<file path="config.mk">
export PLATFORM = sky130hd
export DESIGN_NAME = excp_commit
export DESIGN_NICKNAME = d
export VERILOG_FILES = /design/src/rtl/excp_commit.sv
export SDC_FILE = /design/constraint.sdc
export NUM_CORES = 1
export LEC_CHECK = 0
export ABC_CLOCK_PERIOD_IN_PS = 1400
export BUFFER_PORTS_ARGS = -buffer_cell sky130_fd_sc_hd__buf_2
export CAP_MARGIN = 20
export CORE_MARGIN = 2
export CORE_UTILIZATION = 29
export DETAILED_ROUTE_END_ITERATION = 10
export GPL_TIMING_DRIVEN = 1
export PLACE_DENSITY = 0.67
export SLEW_MARGIN = 40
export SYNTH_ARGS = -nofsm -noshare
export SYNTH_HDL_FRONTEND = slang
export SYNTH_SLANG_ARGS = --single-unit
</file>
<file path="constraint.sdc">
create_clock -name clk -period 1.4 [get_ports clk]
set_input_delay 0 -clock clk [delete_from_list [all_inputs] [get_ports clk]]
set_output_delay 0 -clock clk [all_outputs]
set_load 0.02 [all_outputs]
</file>
<file path="src/rtl/excp_commit.sv">
// Writeback exception/ERTN commit controller: prioritizes exception flags, pulses CSR commit
// inputs, flushes younger stages and holds a pre-IF redirect until it is accepted. Optional EXCP_STAT_EN.
module excp_commit (
  input  logic        clk,
  input  logic        resetn,
  input  logic        ws_valid,
  input  logic [31:0] ws_pc,
  input  logic [5:0]  ws_excp,
  input  logic        ws_ertn,
  output logic        ws_allowin,
  input  logic [31:0] ex_entry,
  input  logic [31:0] era_value,
  output logic        wb_ex,
  output logic [5:0]  wb_ecode,
  output logic [8:0]  wb_esubcode,
  output logic [31:0] wb_pc,
  output logic        ertn_flush,
  output logic        flush,
  output logic        redirect_valid,
  output logic [31:0] redirect_pc,
`ifdef EXCP_STAT_EN
  output logic [31:0] excp_cnt,
  output logic [31:0] ertn_cnt,
`endif
  input  logic        redirect_ready
);

  localparam logic [5:0] ECODE_INT  = 6'h00;
  localparam logic [5:0] ECODE_ADEF = 6'h08;
  localparam logic [5:0] ECODE_ALE  = 6'h09;
  localparam logic [5:0] ECODE_SYS  = 6'h0B;
  localparam logic [5:0] ECODE_BRK  = 6'h0C;
  localparam logic [5:0] ECODE_INE  = 6'h0D;

  typedef enum logic {IDLE = 1'b0, REDIR = 1'b1} state_t;

  state_t      r_state;
  state_t      w_next_state;
  logic [31:0] r_redirect_pc;
  logic        w_commit;
  logic        w_exc;
  logic        w_ertn;

  // Flag order INT > ADEF > INE > SYS > BRK > ALE
  function automatic logic [5:0] f_ecode(input logic [5:0] excp);
    logic [5:0] code;
    code = 6'h00;
    if (excp[0])      code = ECODE_INT;
    else if (excp[1]) code = ECODE_ADEF;
    else if (excp[2]) code = ECODE_INE;
    else if (excp[3]) code = ECODE_SYS;
    else if (excp[4]) code = ECODE_BRK;
    else if (excp[5]) code = ECODE_ALE;
    else              code = 6'h00;
    return code;
  endfunction

  // Commit decode and combinational CSR-side pulses; an exception suppresses a coincident ERTN
  always_comb begin
    w_commit    = resetn & (r_state == IDLE) & ws_valid;
    w_exc       = w_commit & (|ws_excp);
    w_ertn      = w_commit & ws_ertn & ~(|ws_excp);
    wb_ex       = w_exc;
    wb_ecode    = 6'h00;
    wb_pc       = 32'h0000_0000;
    wb_esubcode = 9'h000;
    ertn_flush  = w_ertn;
    flush       = w_exc | w_ertn;
    if (w_exc) begin
      wb_ecode = f_ecode(ws_excp);
      wb_pc    = ws_pc;
    end else begin
      wb_ecode = 6'h00;
      wb_pc    = 32'h0000_0000;
    end
  end

  // Next-state logic and state-derived outputs
  always_comb begin
    w_next_state   = r_state;
    ws_allowin     = 1'b0;
    redirect_valid = 1'b0;
    redirect_pc    = r_redirect_pc;
    case (r_state)
      IDLE: begin
        ws_allowin = 1'b1;
        if (w_exc || w_ertn) w_next_state = REDIR;
        else                 w_next_state = IDLE;
      end
      REDIR: begin
        redirect_valid = 1'b1;
        if (redirect_ready) w_next_state = IDLE;
        else                w_next_state = REDIR;
      end
      default: w_next_state = IDLE;
    endcase
  end

  // State and redirect target; the target only loads on a commit, so it is stable while pending
  always_ff @(posedge clk) begin
    if (!resetn) begin
      r_state       <= IDLE;
      r_redirect_pc <= 32'h0000_0000;
    end else begin
      r_state <= w_next_state;
      if (w_exc)       r_redirect_pc <= ex_entry;
      else if (w_ertn) r_redirect_pc <= era_value;
      else             r_redirect_pc <= r_redirect_pc;
    end
  end

`ifdef EXCP_STAT_EN
  logic [31:0] r_excp_cnt;
  logic [31:0] r_ertn_cnt;

  // Committed-event counters, wrapping naturally
  always_ff @(posedge clk) begin
    if (!resetn) begin
      r_excp_cnt <= 32'h0000_0000;
      r_ertn_cnt <= 32'h0000_0000;
    end else begin
      if (w_exc)  r_excp_cnt <= r_excp_cnt + 32'd1;
      if (w_ertn) r_ertn_cnt <= r_ertn_cnt + 32'd1;
    end
  end

  assign excp_cnt = r_excp_cnt;
  assign ertn_cnt = r_ertn_cnt;
`endif

endmodule

</file>
[Yosys cells after proc, flatten, opt, wreduce, memory -nomap -nowiden]
Cells that the tools add are included.
Word-level totals
  flip-flop bits (word level): 33
  output and inout bits: 84
  logic and storage cells: 28
Cells by class
  multiplexer cells: 15
  bitwise logic cells: 8
  reductions and logical operators: 3
Operators with widths (count)
  two-way mux 32 bit: 3
  two-way mux 4 bit: 6
  two-way mux 6 bit: 1
  OR reduction 6 bit: 1
  AND 1 bit: 5
  two-way mux 1 bit: 4
  NOT 1 bit: 2
  one-hot mux 1 bit (2 select lines): 1
  nonzero test 2 bit: 1
  logical OR 1 bit: 1
  bitwise OR 1 bit: 1

[Longest topological paths before layout]
  depth in word-level cells: 8
  gate-level depth with buffers: 5

[Worst setup path after synthesis]
Ideal clock, no wire load.
  path kind: reg-to-reg
  from: reg r_state
  to: reg r_redirect_pc[0] (netlist: redirect_pc[0])
  setup time: 0.152 ns
  arrival time: 1.257 ns
  path slack: -0.009 ns
  stages on the path, launching flop included: 6
  cells stage by stage: dfxtp_1 nand4b_1 buf_4 clkbuf_4 mux2i_1 a221oi_2
Between the ends
  cells in the longest elaborated chain, start to end: 6
  elaborated cells between the ends (all ways): 8
Ends and longest elaborated chain
  start, declared: line 37  | state_t r_state;
  start signal, assigned: line 105  | r_state <= w_next_state;
  NOT 1 bit (*)
  AND 1 bit (*) (2 in series): line 60  | w_commit = resetn & (r_state == IDLE) & ws_valid;
  AND 1 bit (2 in series): line 62  | w_ertn = w_commit & ws_ertn & ~(|ws_excp);
  nonzero test 2 bit (no source line)
  end signal, assigned: line 106  | if (w_exc) r_redirect_pc <= ex_entry;
  end signal, assigned: line 107  | else if (w_ertn) r_redirect_pc <= era_value;
  end signal, assigned: line 108  | else r_redirect_pc <= r_redirect_pc;
  end, declared: line 39  | logic [31:0] r_redirect_pc;
Every way passes the cells marked *; elsewhere a longest branch is shown, timed or not.
A chain may end at the register's enable or synchronous reset.

[Final worst setup path]
  from: reg r_state
  to: reg r_redirect_pc[26] (netlist: redirect_pc[26])
Same word-level chain as after synthesis.

==> results.py <==
metrics = {
    "global_routing": {
        "grt_first_pass_wirelength_microns": 11200,
        "overflow": 0,
        "track_usage_pct": 16.7,
        "grt_max_degree": 34,
        "antenna_found_initial": 0,
        "grt_pass1_vias": 2224,
    },
    "critical_path": {
        "crit_family": "compound AO/OA/AOI/OAI gates",
        "critical_path.endpoint_type": "register",
        "rr_worst_depth": 5,
        "cp.required_ps": 1600,
        "path_cells": "nand3b_4, a21o_4, buf_6, buf_12, a221oi_2",
        "slowest_stage": "dfxtp_2",
        "crit_fanout": 14,
        "path_depth": 5,
        "crit_arrival_ps": 1630,
        "crit_path_start_kind": "register",
        "worstSetupPathType": "register to register",
        "crit_path_max_incr_delay_ps": 330,
        "cp_num_buf_inv": 2,
    },
    "detailed_routing": {
        "drt-pass1-iter-count": 4,
        "drt_iter0_markers": 76,
        "drcViolationCount": 0,
        "antenna_left": 0,
        "wl_per_cell_microns": 15.1,
        "drt-total-wl_microns": 7570,
        "num_vias": 2338,
        "vias_per_cell": 4.65,
    },
    "timing": {
        "finClkSkew_ps": 8.26,
        "rsz0062_at_grt": "yes",
        "clock.fmax_mhz": 698,
        "finalSetupViolCount": 62,
        "min_period_over_period_pct": 102,
        "hold_viol": 0,
        "fin_tns_setup_ps": -1350,
        "drv_slew": 0,
        "layout_min_cycle_time_ps": 1430,
        "hold_slack_ps": 37.2,
        "fin_ws_ps": -32.9,
    },
    "placed_design": {
        "port_buffers": 179,
        "placed_cell_area_sq_um": 3120,
        "hpwl_microns": 5150,
        "place.gp.congestion": 0.757,
    },
    "run_status": {
        "failed_checks": "setup timing",
        "run_status": "complete, but fails checks",
    },
    "logic_synthesis": {
        "synth-compound-area-share_pct": 23.6,
        "ys_warn_count": 0,
        "yosysSeqAreaShare_pct": 30.6,
        "syn_area_sq_um": 2160,
        "synthSimpleGateAreaFrac_pct": 19.3,
        "synth-xor-area-share_pct": 0,
        "synthAdderAreaFrac_pct": 0,
        "syn_inst": 216,
        "ys_ff_latch": 33,
        "synth_top_family_by_area": "compound AO/OA/AOI/OAI gates",
        "ys_types": 23,
        "synth.top_cells.by_area": "dfxtp_1 31%, a221oi_2 20%, mux2i_1 15%, and2_1 9.3%, nor2_1 6.4%",
        "synth_top_area_share_pct": 30.6,
        "synthMuxAreaShare_pct": 14.8,
        "synth_area_leader_cell": "dfxtp_1",
        "post_synth.cell_area_avg_sq_um": 10.0,
    },
    "pwr": {
        "p_seq_share_pct": 34.9,
        "clkPwrFrac_pct": 31.4,
        "pwr-share-comb_pct": 33.7,
        "vdd_drop_max_uv": 475,
        "p_per_area_nw_per_um2": 811,
        "p_leak_uw": 0.00201,
        "p_switching_uw": 933,
        "p_int_uw": 2090,
        "total_power_uw": 3020,
        "p_sw_share_pct": 30.9,
    },
    "final_layout": {
        "drive_above_1_share_pct": 68.6,
        "final_cell_mix": "145 x buf_2, 37 x nor2_1, 33 x buf_6",
        "regArea_sq_um": 662,
        "multiInputGateArea_sq_um": 1410,
        "antenna_cells": 0,
        "layout.nets": 510,
        "area_delta_synth_final_pct": 72.5,
        "postLayoutCellArea_sq_um": 3730,
        "nFillCells": 693,
        "layout_commonest_cell": "buf_2",
    },
    "die": {
        "die_w_microns": 90.3,
        "start_util_pct": 29.8,
        "fp.dieH_microns": 90.3,
        "core_area_sq_um": 7250,
        "dieArea_sq_um": 8160,
        "rows": 31,
        "boundaryPins": 191,
    },
    "clock_network": {
        "clk_latency_ps": 280,
        "clockBufferDepth": 2,
        "cts_tree": "yes",
        "cts_made_buffers": 5,
        "clk_pin_slew_ps": 80,
        "cts.sinks": 33,
        "htree_levels": 2,
        "cts_root_buffer": "clkbuf_8",
    },
    "min_path": {
        "hold_depth": 3,
        "hold_path_class": "input port to register",
    },
    "flow_run": {
        "drv_cap": 0,
    },
}
what timing repair did:
action | 4_1_cts | 5_1_grt
hold endpoints to repair | 1 | 0
hold buffers | 2 | 0
setup buffers | 4 | 1
gates resized for setup | 82 | 29
pin swaps | 11 | 12
setup endpoints to repair | 35 | 67
gates cloned | 3 | 3
flip-flops by register name (all words and copies together) (netlist names):
name,count
redirect_pc,32
r_state,1
routing by layer:
metal / vias to the layer above / wire, microns / track usage [%]
met2: 114 / 3860 / 29.3
met1: 1092 / 3180 / 21.1
li1: 1130 / - / -
met5: - / 0 / 0
met4: 0 / 15 / 2.31
met3: 2 / 520 / 4.34
layout make-up:
cell class / count / area share (%)
clock buffers: 7 / 2.32
clock inverters: 1 / 0.806
inverters: 6 / 0.806
multi-input cells: 157 / 37.7
flip-flops and latches: 33 / 17.8
well taps: 99 / 3.32
repair buffers: 197 / 36.5
repair inverters: 3 / 0.772
synth_stat cells:
master	count
mux2i_1	32
buf_4	16
inv_1	5
a21o_4	1
nand4b_1	1
nor4_4	1
dfxtp_1	33
a211oi_1	2
nand2_4	1
nor3_1	2
nand2b_1	1
buf_6	6
a221oi_1	3
clkbuf_4	2
a221oi_2	29
clkbuf_1	6
a21oi_1	2
and2_1	32
conb_1	1
nor2_1	37
inv_4	1
o21a_1	1
nand3b_4	1
stage by stage:
step,instances,setup slack (ps),utilization (%)
2_1_floorplan,226,51.1,-
6_report,503,-32.9,51.4
3_3_place_gp,482,106,43.0
3_5_place_dp,482,66.6,43.0
5_1_grt,503,-104,51.4
4_1_cts,499,-35.4,49.0
power groups by stage:
stage                     logic, uW  clock network, uW  registers (uW)
after CTS                       960                975            1050
after global placement          843                  0            1070
final                          1020                950            1050
after floorplan                 447                  0            1170
after detailed placement        854                  0            1080
after global routing           1090               1020            1060
tightest hold or removal path, delay by kind of cell:
family                 cells  cell delay, ps
buffers and inverters      1             100
AND/OR/NAND/NOR            1             110
AO/OA/AOI/OAI              1              60
kinds of logic (layout without fill, tap and decap cells):
family	Yosys count	in the layout
mux	32	32
buf+inv	36	214
simple gates	76	76
compound gates	38	38
other cells	1	11
flops	33	33
worst paths after layout:
path	start	to	slack (ps)
worst max-delay path	r_state	redirect_pc[26]	-30
worst min-delay path	ex_entry[24]	redirect_pc[24]	40
worst min register to register	redirect_pc[30]	redirect_pc[30]	600
worst max register to register	r_state	redirect_pc[26]	-30
No activity file was read; power rests on OpenSTA's default activity.
